===== src/rtl/dadda_final_cpa_if.sv =====
// Row-pair input and product output handshake bundle for the Dadda final adder.
// The DUT sits on the slave side; the row producer and product consumer share the master side.
interface dadda_final_cpa_if #(
    parameter int N = 8
);
    logic             in_valid;
    logic             in_ready;
    logic [2*N-1:0]   row_a;
    logic [2*N-1:0]   row_b;
    logic             out_valid;
    logic             out_ready;
    logic [2*N-1:0]   product;
    logic             out_cout;

    modport master (
        output in_valid, row_a, row_b, out_ready,
        input  in_ready, out_valid, product, out_cout
    );

    modport slave (
        input  in_valid, row_a, row_b, out_ready,
        output in_ready, out_valid, product, out_cout
    );
endinterface


===== src/rtl/dadda_final_cpa.sv =====
// Two-stage carry-propagate adder for the reduced Dadda rows: low half in stage 1,
// high half in stage 2, with optional lower-part-OR approximation on the K lowest bits.
module dadda_final_cpa #(
    parameter int N           = 8,
    parameter int APPROX_LSBS = 0
) (
    input  logic              clk,
    input  logic              rst_n,
    dadda_final_cpa_if.slave  bus
);
    logic           s1_en;
    logic           s2_en;

    logic           s1_valid;
    logic [N-1:0]   s1_lo;
    logic           s1_c1;
    logic [N-1:0]   s1_hi_a;
    logic [N-1:0]   s1_hi_b;

    logic           out_valid_q;
    logic [2*N-1:0] product_q;
    logic           cout_q;

    logic [N-1:0]   lo_sum;
    logic           lo_carry;
    logic [N:0]     hi_sum;

    assign s2_en        = !out_valid_q | bus.out_ready;
    assign s1_en        = !s1_valid | s2_en;
    assign bus.in_ready = s1_en & rst_n;

    assign bus.out_valid = out_valid_q;
    assign bus.product   = product_q;
    assign bus.out_cout  = cout_q;

    // Approximate bits OR their inputs and leave the AND of the top approximate bit
    // as the carry into the exact ripple section.
    always_comb begin
        lo_sum   = '0;
        lo_carry = 1'b0;
        for (int i = 0; i < N; i++) begin
            if (i < APPROX_LSBS) begin
                lo_sum[i] = bus.row_a[i] | bus.row_b[i];
                lo_carry  = bus.row_a[i] & bus.row_b[i];
            end else begin
                lo_sum[i] = bus.row_a[i] ^ bus.row_b[i] ^ lo_carry;
                lo_carry  = (bus.row_a[i] & bus.row_b[i]) |
                            (lo_carry & (bus.row_a[i] ^ bus.row_b[i]));
            end
        end
    end

    assign hi_sum = {1'b0, s1_hi_a} + {1'b0, s1_hi_b} + {{N{1'b0}}, s1_c1};

    always_ff @(posedge clk) begin
        if (!rst_n) begin
            s1_valid    <= 1'b0;
            s1_lo       <= '0;
            s1_c1       <= 1'b0;
            s1_hi_a     <= '0;
            s1_hi_b     <= '0;
            out_valid_q <= 1'b0;
            product_q   <= '0;
            cout_q      <= 1'b0;
        end else begin
            if (s1_en) begin
                s1_valid <= bus.in_valid & bus.in_ready;
                s1_lo    <= lo_sum;
                s1_c1    <= lo_carry;
                s1_hi_a  <= bus.row_a[2*N-1:N];
                s1_hi_b  <= bus.row_b[2*N-1:N];
            end
            if (s2_en) begin
                out_valid_q <= s1_valid;
                product_q   <= {hi_sum[N-1:0], s1_lo};
                cout_q      <= hi_sum[N];
            end
        end
    end
endmodule

===== src/flat_wrapper.sv =====
// flat-port wrapper written by rule: the top's interface ports become plain ports
module dadda_final_cpa_flat 
#(
    parameter int N           = 8,
    parameter int APPROX_LSBS = 0
)
  (clk, rst_n, bus_in_valid, bus_row_a, bus_row_b, bus_out_ready, bus_in_ready, bus_out_valid, bus_product, bus_out_cout);
  dadda_final_cpa_if #(.N(N)) bus_i ();
  input  logic clk;
  input  logic rst_n;
  input wire logic [$bits(bus_i.in_valid)-1:0] bus_in_valid;
  input wire logic [$bits(bus_i.row_a)-1:0] bus_row_a;
  input wire logic [$bits(bus_i.row_b)-1:0] bus_row_b;
  input wire logic [$bits(bus_i.out_ready)-1:0] bus_out_ready;
  output wire logic [$bits(bus_i.in_ready)-1:0] bus_in_ready;
  output wire logic [$bits(bus_i.out_valid)-1:0] bus_out_valid;
  output wire logic [$bits(bus_i.product)-1:0] bus_product;
  output wire logic [$bits(bus_i.out_cout)-1:0] bus_out_cout;
  assign bus_i.in_valid = bus_in_valid;
  assign bus_i.row_a = bus_row_a;
  assign bus_i.row_b = bus_row_b;
  assign bus_i.out_ready = bus_out_ready;
  assign bus_in_ready = bus_i.in_ready;
  assign bus_out_valid = bus_i.out_valid;
  assign bus_product = bus_i.product;
  assign bus_out_cout = bus_i.out_cout;
  dadda_final_cpa #(.N(N), .APPROX_LSBS(APPROX_LSBS)) u_core (.clk(clk), .rst_n(rst_n), .bus(bus_i));
endmodule

===== config.mk =====
export PLATFORM = sky130hd
export DESIGN_NAME = dadda_final_cpa_flat
export DESIGN_NICKNAME = d
export VERILOG_FILES = /design/src/rtl/dadda_final_cpa_if.sv /design/src/rtl/dadda_final_cpa.sv /design/src/flat_wrapper.sv
export SDC_FILE = /design/constraint.sdc
export NUM_CORES = 1
export LEC_CHECK = 0
export BUFFER_PORTS_ARGS = -buffer_cell sky130_fd_sc_hd__buf_2
export CORE_ASPECT_RATIO = 1.75
export CORE_MARGIN = 4
export CORE_UTILIZATION = 30
export CTS_CLUSTER_DIAMETER = 60
export DETAILED_ROUTE_END_ITERATION = 10
export GPL_TIMING_DRIVEN = 1
export PLACE_DENSITY = 0.58
export SLEW_MARGIN = 30
export SYNTH_ARGS = -nofsm -noshare
export SYNTH_HDL_FRONTEND = slang
export SYNTH_SLANG_ARGS = --single-unit

===== constraint.sdc =====
create_clock -name clk -period 6.11 [get_ports clk]
set_clock_uncertainty 0.15 [all_clocks]
set_input_delay 0.3055 -clock clk [delete_from_list [all_inputs] [get_ports clk]]
set_output_delay 0.3055 -clock clk [all_outputs]
set_load 0.01 [all_outputs]

==> run_results.csv <==
group,metric,value,unit
clocking,clk_pin_slew,0.07,ns
worst_setup_path,end_kind,"flop",
run,cap_violations,0,
yosys,seq_area_frac_synth,41.22,%
global_route,antenna_found_initial,0,
hold_path,hp-class,"input port to flop",
yosys,synth_cell_types,32,
final_layout,design_area,2595,sq um
clocking,cts_resized,0,
global_route,grt_max_degree,48,
final_layout,area_delta_synth_final,21.43,%
final_layout,fill_cells,744,
yosys,synthSimpleGateAreaFrac,17.45,%
detailed_routing,post_drt_via_cell_ratio,4.692,
yosys,synth_nets,291,
detailed_routing,vias,1736,
floorplan,fp.dieArea,8591,sq um
worst_setup_path,crit_chain,"buf_2 -> ha_1 -> fa_1 -> fa_1 -> fa_1 -> fa_1 -> fa_1 -> fa_1 -> inv_1 -> fa_1 -> nand2_1 -> o211a_1",
sta,slew_viol_final,0,
place,placed_area,2424,sq um
worst_setup_path,cp.required,6.19,ns
global_route,gr-usage-all-layers,11.61,%
yosys,synth_top_family_by_area,"compound AO/OA/AOI/OAI gates",
worst_setup_path,worst-setup-path-type,"input port to flop",
detailed_routing,drtPass1Iterations,4,
yosys,syn_area_per_cell,8.979,sq um
final_layout,antenna_cells,0,
clocking,h-tree-depth,2,
floorplan,core,6907,sq um
yosys,ys_seq_elements,44,
yosys,synthFlopType,"dfxtp_1",
worst_setup_path,cpMaxStageDelayCell,"fa_1",
sta,finalSetupViolCount,0,
floorplan,io_pins,55,
yosys,synthesis.yosys.warnings,0,
worst_setup_path,slowest_delay,0.40,ns
floorplan,die_w,71.80,um
clocking,clock-sinks,44,
global_route,grt_remaining_overflow,0,
final_layout,nets,338,
sta,min_period,3.505,ns
run_status,outcome,"finished, final reports clean",
power,ir_drop,0.1055,mV
sta,hold_viol,0,
detailed_routing,wire_per_inst,12.72,um
power,power_leakage,0.001200,uW
yosys,syn_inst,238,
sta,period_share,57.36,%
clocking,cts-root-buf,"clkbuf_16",
final_layout,layout_common_cells,"nand2_1, buf_2, dfxtp_1",
sta,fin_tns_setup,0,ns
final_layout,drive_above_1_share,22.73,%
yosys,async_flop_share,0,%
floorplan,initial_utilization,30.94,%
worst_setup_path,reg2reg_slack,3.83,ns
place,hpwl,3.487,mm
yosys,synthAdderAreaFrac,13.11,%
place,port_buffers,54,
global_route,grt_pass1_wl,7.962,mm
detailed_routing,drcViolationCount,0,
clocking,hold_buffers,0,
worst_setup_path,critPathMostFrequentCell,"fa_1",
yosys,synth_compound_area_share,20.90,%
yosys,syn_area,2137,sq um
sta,rsz0062_at_grt,"no",
detailed_routing,drt_wl_total,4.705,mm
clocking,cts_buffers,5,
final_layout,final_common_cell,"nand2_1",
worst_setup_path,worstSetupStartpointType,"input port",
detailed_routing,ant_nets,0,
detailed_routing,first_iter_violations,76,
worst_setup_path,crit_fanout,1,
clocking,postCtsSetupRepairBufs,0,
floorplan,rows,40,
worst_setup_path,arrival,3.58,ns
power,cellPowerDensity,282.8,nW/um^2
yosys,synth_enable_flop_cells,0,
yosys,synth-xor-area-share,1.230,%
sta,clock.fmax,285.3,MHz
clocking,clk_latency,0.28,ns
global_route,first_global_vias,1758,
sta,slew_headroom,40.94,%
clocking,clk_path_buf_depth,2,
yosys,synth_mux_area_share,0.5269,%
sta,tightest_slew,0.8859,ns
floorplan,die_h,119.7,um
place,gp_congestion,0.7775,
clocking,tritoncts,"yes",
[worst paths after layout]
kind,depth (start not counted),startpoint,to
min,2,bus_in_valid,u_core.s1_valid$_SDFFE_PN0N_
min reg2reg,2,u_core.s1_lo[0]$_SDFFE_PN0N_,u_core.s1_lo[0]$_SDFFE_PN0N_
max,12,bus_row_b[0],u_core.s1_lo[7]$_SDFFE_PN0N_
max reg2reg,4,u_core.bus.out_valid$_SDFFE_PN0P_,u_core.s1_hi_b[2]$_SDFFE_PN0N_
[power breakdown]
group	internal [uW]	leakage (uW)	switching [uW]
logic	49.3	0.000754	52.9
registers	311	0.000365	12.8
clock network	194	0.0000804	114
[worst max-delay path: cells and delay by family]
| family | cells | cell delay (ns) |
|---|---|---|
| compound gates | 1 | 0.15 |
| buf+inv | 2 | 0.18 |
| fa+ha+maj | 8 | 2.86 |
| simple gates | 1 | 0.07 |
[Yosys cell counts, drive strengths merged (2+ instances only)]
cell	instances	area share, %
inv	8	1.4
nand2b	2	0.59
nor3	2	0.47
fa	9	8.4
clkbuf	5	0.88
nand3	4	0.94
o211a	4	1.9
and2	3	0.88
nand2	74	13
o211ai	2	0.70
o31ai	2	0.70
ha	8	4.7
a31oi	2	0.59
o21a	5	1.8
a21boi	32	11
dfxtp	44	41
xnor2	3	1.2
nor2b	2	0.70
a21oi	5	1.2
buf	9	3.3
o21ai	7	1.6
[metrics by stage]
step | util (%) | cells | power, uW | hold slack (ns) | setup WS (ns)
floorplan | - | 238 | 395.7 | 0.2793 | 2.519
global placement | 35.09 | 362 | 432.6 | 0.2872 | 2.336
CTS | 37.57 | 370 | 744.7 | 0.07236 | 2.583
global route | 37.57 | 370 | 772.4 | 0.08258 | 2.523
detailed placement | 35.09 | 362 | 435.8 | 0.2949 | 2.292
finish | 37.57 | 370 | 733.8 | 0.07918 | 2.605
[sequential cells by signal, summed over array words and instances, names as in the netlist]
register              flops
u_core.s1_hi_b            8
u_core.s1_c1              1
u_core.bus.out_cout       1
u_core.bus.product       16
u_core.s1_lo              8
u_core.bus.out_valid      1
u_core.s1_valid           1
u_core.s1_hi_a            8
[metal layers]
layer / part of all wire, % / vias up / GRT usage [%] / wire length, um
met5: 0 / - / 0 / 0
met2: 54 / 29 / 21.31 / 2529
li1: - / 889 / - / -
met1: 41 / 814 / 12.52 / 1943
met3: 3.5 / 4 / 2.515 / 164
met4: 1.4 / 0 / 4.588 / 67
[layout make-up]
type                       instances  area [sq um]  area share (%)
clock buffer                       5         125.1           4.822
tap                               84         105.1           4.050
multi-input combinational        172          1137           43.83
inverter                           8         30.03           1.157
clock inverter                     3         46.29           1.784
timing repair buffer              54         270.3           10.41
sequential                        44         880.8           33.94
[cells by family (layout without fill, tap and decap cells)]
| logic type | Yosys count | after routing |
|---|---|---|
| XOR/XNOR | 3 | 3 |
| flip-flops | 44 | 44 |
| buffers and inverters | 22 | 70 |
| multiplexers | 1 | 1 |
| AND/OR/NAND/NOR | 89 | 89 |
| AO/OA/AOI/OAI | 62 | 62 |
| adder cells (fa/ha/maj) | 17 | 17 |
(Power assumes the default switching activity.)
